### src/rtl/uart_pkg.sv
// Shared UART definitions: transmitter state encoding, parity modes, parity helper.
package uart_pkg;

  typedef enum logic [2:0] {
    ST_IDLE,
    ST_FETCH,
    ST_LOAD,
    ST_START,
    ST_DATA,
    ST_PARITY,
    ST_STOP
  } tx_state_t;

  localparam int PARITY_NONE = 0;
  localparam int PARITY_EVEN = 1;
  localparam int PARITY_ODD  = 2;

  // Payload is zero-extended by the caller; zero bits leave the XOR unchanged.
  function automatic logic parity_bit(input logic [63:0] data, input int mode);
    return (^data) ^ (mode == PARITY_ODD);
  endfunction

endpackage

### src/rtl/uart_baud_gen.sv
// Bit-period timer: counts 0..CLKS_PER_BIT-1 and pulses tick_out on the wrap.
module uart_baud_gen #(
  parameter int CLKS_PER_BIT = 434
) (
  input  logic clk,
  input  logic rst,
  input  logic clear_in,
  output logic tick_out
);

  localparam int CW = $clog2(CLKS_PER_BIT);
  localparam logic [CW-1:0] LAST = CW'(CLKS_PER_BIT - 1);

  logic [CW-1:0] cnt;

  // Free-running bit counter, held at zero while cleared so each period starts fresh.
  always_ff @(posedge clk) begin
    if (rst || clear_in) cnt <= '0;
    else if (cnt == LAST) cnt <= '0;
    else cnt <= cnt + 1'b1;
  end

  assign tick_out = !clear_in && (cnt == LAST);

endmodule

### src/rtl/uart_tx_drain.sv
// UART transmitter that drains a byte FIFO: pop, load, then send start/data/parity/stop.
module uart_tx_drain
  import uart_pkg::*;
#(
  parameter int DATA_WIDTH   = 8,
  parameter int CLKS_PER_BIT = 434,
  parameter int PARITY       = 0,
  parameter int STOP_BITS    = 1
) (
  input  logic                  clk,
  input  logic                  rst,
  input  logic [DATA_WIDTH-1:0] fifo_data_in,
  input  logic                  fifo_empty_in,
  output logic                  fifo_read_en_out,
  output logic                  tx_out,
  output logic                  busy_out
);

  localparam int IW = (DATA_WIDTH > 2) ? $clog2(DATA_WIDTH) : 1;
  localparam logic [IW-1:0] LAST_BIT  = IW'(DATA_WIDTH - 1);
  localparam logic [IW-1:0] LAST_STOP = IW'(STOP_BITS - 1);

  tx_state_t             state;
  logic [DATA_WIDTH-1:0] shift;
  logic                  par_r;
  logic [IW-1:0]         bit_idx;
  logic                  tick;
  logic                  baud_clr;

  // Only the line-driving states run the baud timer; LOAD clears it so START gets a full period.
  assign baud_clr = !(state inside {ST_START, ST_DATA, ST_PARITY, ST_STOP});

  uart_baud_gen #(.CLKS_PER_BIT(CLKS_PER_BIT)) u_baud (
    .clk      (clk),
    .rst      (rst),
    .clear_in (baud_clr),
    .tick_out (tick)
  );

  // Read strobe and busy are pure state decodes, so no input reaches them combinationally.
  assign fifo_read_en_out = (state == ST_FETCH);
  assign busy_out         = (state != ST_IDLE);

  // Frame sequencer; tx_out is registered from the current state, so every level is one cycle late but exactly one period long.
  always_ff @(posedge clk) begin
    if (rst) begin
      state   <= ST_IDLE;
      tx_out  <= 1'b1;
      shift   <= '0;
      par_r   <= 1'b0;
      bit_idx <= '0;
    end else begin
      case (state)
        ST_IDLE: begin
          tx_out <= 1'b1;
          if (!fifo_empty_in) state <= ST_FETCH;
        end
        ST_FETCH: begin
          tx_out <= 1'b1;
          state  <= ST_LOAD;
        end
        ST_LOAD: begin
          tx_out  <= 1'b1;
          shift   <= fifo_data_in;
          par_r   <= parity_bit(64'(fifo_data_in), PARITY);
          bit_idx <= '0;
          state   <= ST_START;
        end
        ST_START: begin
          tx_out <= 1'b0;
          if (tick) begin
            bit_idx <= '0;
            state   <= ST_DATA;
          end
        end
        ST_DATA: begin
          tx_out <= shift[0];
          if (tick) begin
            shift <= shift >> 1;
            if (bit_idx == LAST_BIT) begin
              bit_idx <= '0;
              state   <= (PARITY != PARITY_NONE) ? ST_PARITY : ST_STOP;
            end else begin
              bit_idx <= bit_idx + 1'b1;
            end
          end
        end
        ST_PARITY: begin
          tx_out <= par_r;
          if (tick) begin
            bit_idx <= '0;
            state   <= ST_STOP;
          end
        end
        ST_STOP: begin
          tx_out <= 1'b1;
          if (tick) begin
            if (bit_idx == LAST_STOP) state <= ST_IDLE;
            else bit_idx <= bit_idx + 1'b1;
          end
        end
        default: begin
          tx_out <= 1'b1;
          state  <= ST_IDLE;
        end
      endcase
    end
  end

endmodule

### config.mk
export PLATFORM = sky130hd
export DESIGN_NAME = uart_tx_drain
export DESIGN_NICKNAME = d
export VERILOG_FILES = /design/src/rtl/uart_pkg.sv /design/src/rtl/uart_baud_gen.sv /design/src/rtl/uart_tx_drain.sv
export SDC_FILE = /design/constraint.sdc
export NUM_CORES = 1
export LEC_CHECK = 0
export ABC_AREA = 1
export CAP_MARGIN = 25
export CORE_MARGIN = 4
export CORE_UTILIZATION = 30
export CTS_CLUSTER_SIZE = 14
export DETAILED_ROUTE_END_ITERATION = 10
export GPL_TIMING_DRIVEN = 0
export PLACE_DENSITY = 0.49
export SLEW_MARGIN = 20
export SYNTH_ARGS = -nofsm -noshare
export SYNTH_HDL_FRONTEND = slang
export SYNTH_SLANG_ARGS = --single-unit
### constraint.sdc
create_clock -name clk -period 1.85 [get_ports clk]
set_input_delay 0.37 -clock clk [delete_from_list [all_inputs] [get_ports clk]]
set_output_delay 0.37 -clock clk [all_outputs]
set_load 0.05 [all_outputs]
=== Word-level counts from Yosys, hierarchy flattened ===
Cells that the tools add are included.

* Register bits: 25
* Output and inout port bits: 3

* Reductions and logical operators: 15
* Add/sub/neg operators: 2
* Multiplexer cells: 17
* Equal/unequal tests: 17

{| class="wikitable"
|+ Operators with widths
! cell !! number
|-
| 64-bit parity || 1
|-
| 3-bit two-way mux || 12
|-
| 3-bit case mux with 7 select lines || 1
|-
| 8-bit case mux with 2 select lines || 1
|-
| 3-bit == test, second input constant || 4
|-
| 2-bit != test, second input constant || 6
|-
| 3-bit case mux with 4 select lines || 1
|-
| 9-bit by 1-bit adder with 9-bit output, second input constant || 1
|-
| 9-bit == test, second input constant || 1
|-
| 8-bit two-way mux || 1
|-
| 4-bit nonzero test || 2
|-
| 7-bit AND reduction || 1
|-
| 3-bit by 2-bit == test with 1-bit output, second input constant || 2
|-
| 3-bit logical NOT || 2
|-
| 2-bit by 1-bit != test with 1-bit output, second input constant || 3
|-
| 5-bit AND reduction || 1
|-
| 2-bit OR reduction || 2
|-
| 3-bit by 1-bit adder with 3-bit output, second input constant || 1
|-
| 3-bit by 1-bit == test with 1-bit output, second input constant || 1
|-
| 1-bit case mux with 3 select lines || 1
|-
| 3-bit nonzero test || 1
|-
| 2-bit AND reduction || 1
|-
| 2-bit nonzero test || 1
|-
| 1-bit logical AND || 1
|-
| other kinds (2) || 2
|}

=== Logic depth before layout (Yosys ltp) ===
* Depth after elaboration: 5
* Depth in mapped cells: 11
* Depth with buffers taken out: 11

=== Modules after synthesis ===
A second synthesis with hierarchy kept.

* Cell total of the unflattened synthesis: 245
* Area, all modules: 1,527.7 um^2

{| class="wikitable"
|+ By module, submodules not included
! module !! instances !! cells an instance !! sequential area each (um^2) !! area an instance (um^2)
|-
| uart_tx_drain || 1 || 181 || 320.3 || 1,063.5
|-
| uart_baud_gen || 1 || 64 || 180.2 || 464.2
|}

=== Least setup slack after synthesis ===
No wires, ideal clock.

* Path type: reg2out
* Start: reg state[2]
* End: out fifo_read_en_out
* Stages on the path, launching flop included: 3
* Setup slack: 0.336 ns
* Arrival time: 1.144 ns
* Cells stage by stage: dfxtp_1 > buf_4 > nor2_1

* Cells in the longest elaborated chain, start to end: 1

{| class="wikitable"
|+ RTL lines
! what !! line !! source
|-
| start: declaration || uart_tx_drain.sv:23 || <nowiki>tx_state_t state;</nowiki>
|-
| start signal: assignment || uart_tx_drain.sv:82 || <nowiki>state <= (PARITY != PARITY_NONE) ? ST_PARITY : ST_STOP;</nowiki>
|-
| 3-bit by 1-bit == test with 1-bit output || uart_tx_drain.sv:41 || <nowiki>assign fifo_read_en_out = (state == ST_FETCH);</nowiki>
|-
| end: declaration || uart_tx_drain.sv:14 || <nowiki>output logic fifo_read_en_out,</nowiki>
|}

No other way between the ends.

=== Worst setup path after layout ===
* Start: reg tx_out
* End: out tx_out

{| class="wikitable"
|+ RTL lines
! what !! line !! source
|-
| start: declaration || uart_tx_drain.sv:15 || <nowiki>output logic tx_out,</nowiki>
|-
| start signal: assignment || uart_tx_drain.sv:77 || <nowiki>tx_out <= shift[0];</nowiki>
|-
| start signal: assignment || uart_tx_drain.sv:89 || <nowiki>tx_out <= par_r;</nowiki>
|}

No word-level cell between the ends.

==> report_table.html <==
<table>
<tr><th>Metric</th><th>Value</th></tr>
<tr><th colspan="2">Floorplan</th></tr>
<tr><td>Starting Density</td><td>0.318</td></tr>
<tr><td>Die Span X</td><td>between 70 and 80 um</td></tr>
<tr><td>Core footprint</td><td>4440 um2</td></tr>
<tr><td>Overall die height</td><td>between 70 and 80 um</td></tr>
<tr><td>Number of ports placed on the die boundary</td><td>14</td></tr>
<tr><td>Die Footprint</td><td>5870 um2</td></tr>
<tr><td>Row count</td><td>24</td></tr>
<tr><th colspan="2">Route</th></tr>
<tr><td>Routed length per placed instance</td><td>about 11 um</td></tr>
<tr><td>Sum of routed wire length over all layers</td><td>between 2000 and 3000 um</td></tr>
<tr><td>Count of nets left with antenna violations after detail routing</td><td>0</td></tr>
<tr><td>Number of vias per cell</td><td>4.71</td></tr>
<tr><td>Total number of vias</td><td>around 1200</td></tr>
<tr><td>Number of DRC markers after the initial detailed-route iteration</td><td>40</td></tr>
<tr><td>Number of detailed-routing iterations run before antenna repair</td><td>4</td></tr>
<tr><td>DRC errors left</td><td>0</td></tr>
<tr><th colspan="2">Hold path</th></tr>
<tr><td>Number of cells on the worst hold path</td><td>1</td></tr>
<tr><td>Hold Startpoint</td><td>u_baud.cnt[0]$_SDFF_PP0_</td></tr>
<tr><td>Hold worst-path end</td><td>u_baud.cnt[0]$_SDFF_PP0_</td></tr>
<tr><td>Class of the tightest hold or removal check</td><td>flop to flop</td></tr>
<tr><th colspan="2">Power and ir drop</th></tr>
<tr><td>Sw Share</td><td>0.432</td></tr>
<tr><td>Switching power</td><td>about 0.00086 W</td></tr>
<tr><td>Total power of the final layout</td><td>between 0.0015 and 0.002 W</td></tr>
<tr><td>Leakage power figure</td><td>0.701 nW</td></tr>
<tr><td>Peak VDD IR</td><td>565 uV</td></tr>
<tr><td>Clock Power Share</td><td>0.182</td></tr>
<tr><td>Pwr/cell area</td><td>about 1200 nW/um2</td></tr>
<tr><td>Power share of the combinational group</td><td>0.451</td></tr>
<tr><td>Cell-internal power</td><td>approximately 0.0011 W</td></tr>
<tr><td>Register share of total power</td><td>0.367</td></tr>
<tr><th colspan="2">Placed design</th></tr>
<tr><td>IO buf count</td><td>13</td></tr>
<tr><td>Post-place instance area</td><td>about 1600 um2</td></tr>
<tr><td>GP Congestion</td><td>0.775</td></tr>
<tr><td>DPL Wire Length</td><td>2150 um</td></tr>
<tr><th colspan="2">Yosys</th></tr>
<tr><td>Synth Flop Type</td><td>sky130_fd_sc_hd__dfxtp_1</td></tr>
<tr><td>Synthesized net count</td><td>210</td></tr>
<tr><td>Flops &amp; latches, synth</td><td>25</td></tr>
<tr><td>Synthesized area divided by synthesized cell count</td><td>7.28 um2</td></tr>
<tr><td>EDFF count, synth</td><td>0</td></tr>
<tr><td>Count of yosys warnings during synthesis</td><td>0</td></tr>
<tr><td>Post-Syn Instances</td><td>194</td></tr>
<tr><td>Async set-reset flop share out of synthesis</td><td>0</td></tr>
<tr><td>Count of cell types in the netlist</td><td>29</td></tr>
<tr><td>Post-synthesis sequential area ratio</td><td>0.355</td></tr>
<tr><td>Cell area after technology mapping</td><td>1410 um2</td></tr>
<tr><th colspan="2">STA</th></tr>
<tr><td>Worst Max-Slew Pin Slew</td><td>between 0.4 and 0.5 ns</td></tr>
<tr><td>Remaining max-slew budget at the tightest pin</td><td>0.671</td></tr>
<tr><td>Share of the clock period used by the worst path after layout</td><td>0.951</td></tr>
<tr><td>Achievable clock frequency</td><td>0.569 GHz</td></tr>
<tr><td>RSZ-0062 raised after global routing</td><td>false</td></tr>
<tr><td>Final hold violations</td><td>0</td></tr>
<tr><td>Final setup violation count</td><td>0</td></tr>
<tr><td>Max Slew Vio Count</td><td>0</td></tr>
<tr><td>Total negative setup slack</td><td>0 ns</td></tr>
<tr><td>Shortest clock period the worst path allows after layout</td><td>approximately 1.8 ns</td></tr>
<tr><td>Worst clock skew on the final layout</td><td>about 0.0075 ns</td></tr>
<tr><th colspan="2">Clocking</th></tr>
<tr><td>CTS Root Cell</td><td>sky130_fd_sc_hd__clkbuf_8</td></tr>
<tr><td>CTS tree</td><td>built</td></tr>
<tr><td>Clock transition at the registers of the reported paths</td><td>0.10 ns</td></tr>
<tr><td>Number of buffers on the longest clock path</td><td>2</td></tr>
<tr><td>Number of CTS-inserted buffers</td><td>3</td></tr>
<tr><td>Worst-Skew Late Latency</td><td>about 0.28 ns</td></tr>
<tr><td>Clock tree sinks</td><td>25</td></tr>
<tr><td>Number of H-tree levels</td><td>1</td></tr>
<tr><th colspan="2">Setup path</th></tr>
<tr><td>Critical path's largest stage delay</td><td>0.79 ns</td></tr>
<tr><td>Required time of the worst setup path</td><td>about 1.5 ns</td></tr>
<tr><td>Largest delay share family, worst path</td><td>buffers and inverters</td></tr>
<tr><td>Worst Path Buf+Inv</td><td>1</td></tr>
<tr><td>Critical path type</td><td>flop to primary output</td></tr>
<tr><td>Critical path startpoint category</td><td>flop</td></tr>
<tr><td>Cell with the biggest individual delay on the critical path</td><td>sky130_fd_sc_hd__clkdlybuf4s50_1</td></tr>
<tr><td>Crit path cell chain</td><td>clkdlybuf4s50_1</td></tr>
<tr><td>CP Capture Type</td><td>primary output</td></tr>
<tr><td>Launch instance of the worst register-to-register path</td><td>u_baud.cnt[0]$_SDFF_PP0_</td></tr>
<tr><td>Path depth of the worst reg2reg path</td><td>10</td></tr>
<tr><td>R2R setup slack</td><td>about 0.26 ns</td></tr>
<tr><td>Maximum net fanout on the critical path</td><td>1</td></tr>
<tr><td>Crit path arrival time</td><td>between 1 and 1.5 ns</td></tr>
<tr><td>Capture instance of the worst register-to-register path</td><td>bit_idx[1]$_SDFFE_PP0P_</td></tr>
<tr><th colspan="2">Global routing</th></tr>
<tr><td>All-layer global routing usage</td><td>0.103</td></tr>
<tr><td>Antenna violations before repair</td><td>0</td></tr>
<tr><td>Maximum number of pins on one net before global-route repair</td><td>17</td></tr>
<tr><td>Wire length of the first global-routing pass</td><td>5030 um</td></tr>
<tr><td>Global-route congestion overflow total</td><td>0</td></tr>
<tr><td>Vias in the first global route</td><td>1160</td></tr>
<tr><th colspan="2">Layout</th></tr>
<tr><td>Share of post-route cells with drive strength above 1</td><td>0.133</td></tr>
<tr><td>Number of antenna cells inserted</td><td>0</td></tr>
<tr><td>Post-layout instance area</td><td>1650 um2</td></tr>
<tr><td>Final net count</td><td>228</td></tr>
<tr><td>Area growth from synthesis to final layout</td><td>16.8%</td></tr>
<tr><th colspan="2">Run</th></tr>
<tr><td>Max cap viols</td><td>0</td></tr>
<tr><th colspan="2">Run status</th></tr>
<tr><td>Result of the run</td><td>finished clean</td></tr>
</table>
## metal layers
| metal | vias up | global-route usage | share of wire |
|---|---|---|---|
| li1 | 666 | - | - |
| met1 | 546 | 0.135 | 0.52 |
| met2 | 22 | 0.164 | 0.43 |
| met3 | 4 | 0.0319 | 0.048 |
| met4 | 0 | 0.0254 | 0.0081 |
| met5 | - | 0 | 0 |
## cell type report
| cell class | instances | area (um2) |
|---|---|---|
| buffer | 4 | 35.0 |
| clock buffer | 3 | 41.3 |
| clock inverter | 1 | 8.76 |
| fill | 499 | 2800 |
| inverter | 23 | 88.8 |
| multi-input combinational | 142 | 787 |
| sequential | 25 | 502 |
| tap | 52 | 65.1 |
| timing repair buffer | 13 | 120 |
## sequential cells by signal, indices dropped and copies added, names as in the netlist
| register | flops |
|---|---|
| bit_idx | 3 |
| par_r | 1 |
| shift | 8 |
| state | 3 |
| tx_out | 1 |
| u_baud.cnt | 9 |
## how the worst max path moves through the flow
| stage | startpoint | to | depth (start not counted) |
|---|---|---|---|
| after global routing | tx_out$_SDFF_PP1_ | tx_out | 1 |
| after floorplan | state[2]$_SDFFE_PP0P_ | fifo_read_en_out | 2 |
| after detailed placement | state[2]$_SDFFE_PP0P_ | busy_out | 4 |
| after global placement | state[2]$_SDFFE_PP0P_ | busy_out | 4 |
| after CTS | state[2]$_SDFFE_PP0P_ | busy_out | 4 |
| final | tx_out$_SDFF_PP1_ | tx_out | 1 |
## synthesized netlist by cell type (2+ instances only)
master / count / share of area
sky130_fd_sc_hd__a21oi_2: 2 / 0.012
sky130_fd_sc_hd__xnor2_1: 6 / 0.037
sky130_fd_sc_hd__a31oi_1: 8 / 0.035
sky130_fd_sc_hd__o21ai_1: 3 / 0.011
sky130_fd_sc_hd__buf_6: 2 / 0.016
sky130_fd_sc_hd__o21ai_0: 7 / 0.025
sky130_fd_sc_hd__nor3b_1: 2 / 0.011
sky130_fd_sc_hd__nand3_2: 3 / 0.021
sky130_fd_sc_hd__dfxtp_1: 25 / 0.35
sky130_fd_sc_hd__ha_1: 5 / 0.044
sky130_fd_sc_hd__nand2_1: 45 / 0.12
sky130_fd_sc_hd__inv_1: 20 / 0.053
sky130_fd_sc_hd__nand4_1: 3 / 0.013
sky130_fd_sc_hd__nand2_2: 3 / 0.013
sky130_fd_sc_hd__nand2_4: 2 / 0.016
sky130_fd_sc_hd__nor2_2: 2 / 0.0089
sky130_fd_sc_hd__nand3_1: 15 / 0.053
sky130_fd_sc_hd__inv_2: 2 / 0.0053
sky130_fd_sc_hd__a21oi_1: 5 / 0.018
sky130_fd_sc_hd__xor2_1: 4 / 0.025
sky130_fd_sc_hd__nor2_1: 22 / 0.059
## placed cells by master, fill, tap and decap left out, drive strengths merged, types with 2 or more instances in the layout
| master | netlist | layout |
|---|---|---|
| a21oi | 7 | 7 |
| nor2 | 25 | 25 |
| dfxtp | 25 | 25 |
| ha | 5 | 5 |
| clkdlybuf4s50 | 0 | 11 |
| xor2 | 4 | 4 |
| buf | 4 | 4 |
| nand3 | 19 | 19 |
| a31oi | 8 | 8 |
| nand2 | 50 | 50 |
| clkbuf | 0 | 5 |
| inv | 23 | 24 |
| o21ai | 10 | 10 |
| nand4 | 3 | 3 |
| xnor2 | 6 | 6 |
| nor3b | 2 | 2 |
## what timing repair did
| action | 4_1_cts | 5_1_grt |
|---|---|---|
| buffers inserted | 0 | 0 |
| hold buffers | 0 | 0 |
| endpoints found under the setup margin | 2 | 3 |
| gates cloned | 0 | 0 |
| gates resized for setup | 3 | 4 |
## power by group through the flow
stage / logic (W) / registers [W] / clock network, W
6_report: 0.000895 / 0.000729 / 0.000361
4_1_cts: 0.000913 / 0.000727 / 0.000374
2_1_floorplan: 0.000694 / 0.000751 / 0
3_5_place_dp: 0.000921 / 0.000740 / 0
5_1_grt: 0.00102 / 0.000745 / 0.000395
3_3_place_gp: 0.000925 / 0.000740 / 0
## logic make-up after synthesis
logic type	count (synthesis)	share of synthesized area
XOR/XNOR	10	0.0621
AO/OA/AOI/OAI	27	0.113
flip-flops	25	0.355
AND/OR/NAND/NOR	100	0.339
adder cells (fa/ha/maj)	5	0.0443
buffers and inverters	27	0.0878
## per-stage QoR
step,cells,worst slack (ns),util,hold slack [ns]
6_report,263,0.0914,0.371,0.464
5_1_grt,263,0.0480,0.371,0.493
4_1_cts,263,0.000603,0.372,0.482
3_5_place_dp,259,0.0127,0.361,0.466
3_3_place_gp,259,0.0163,0.361,0.467
2_1_floorplan,194,0.336,-,0.439
Power figures use the tool's default switching activity.
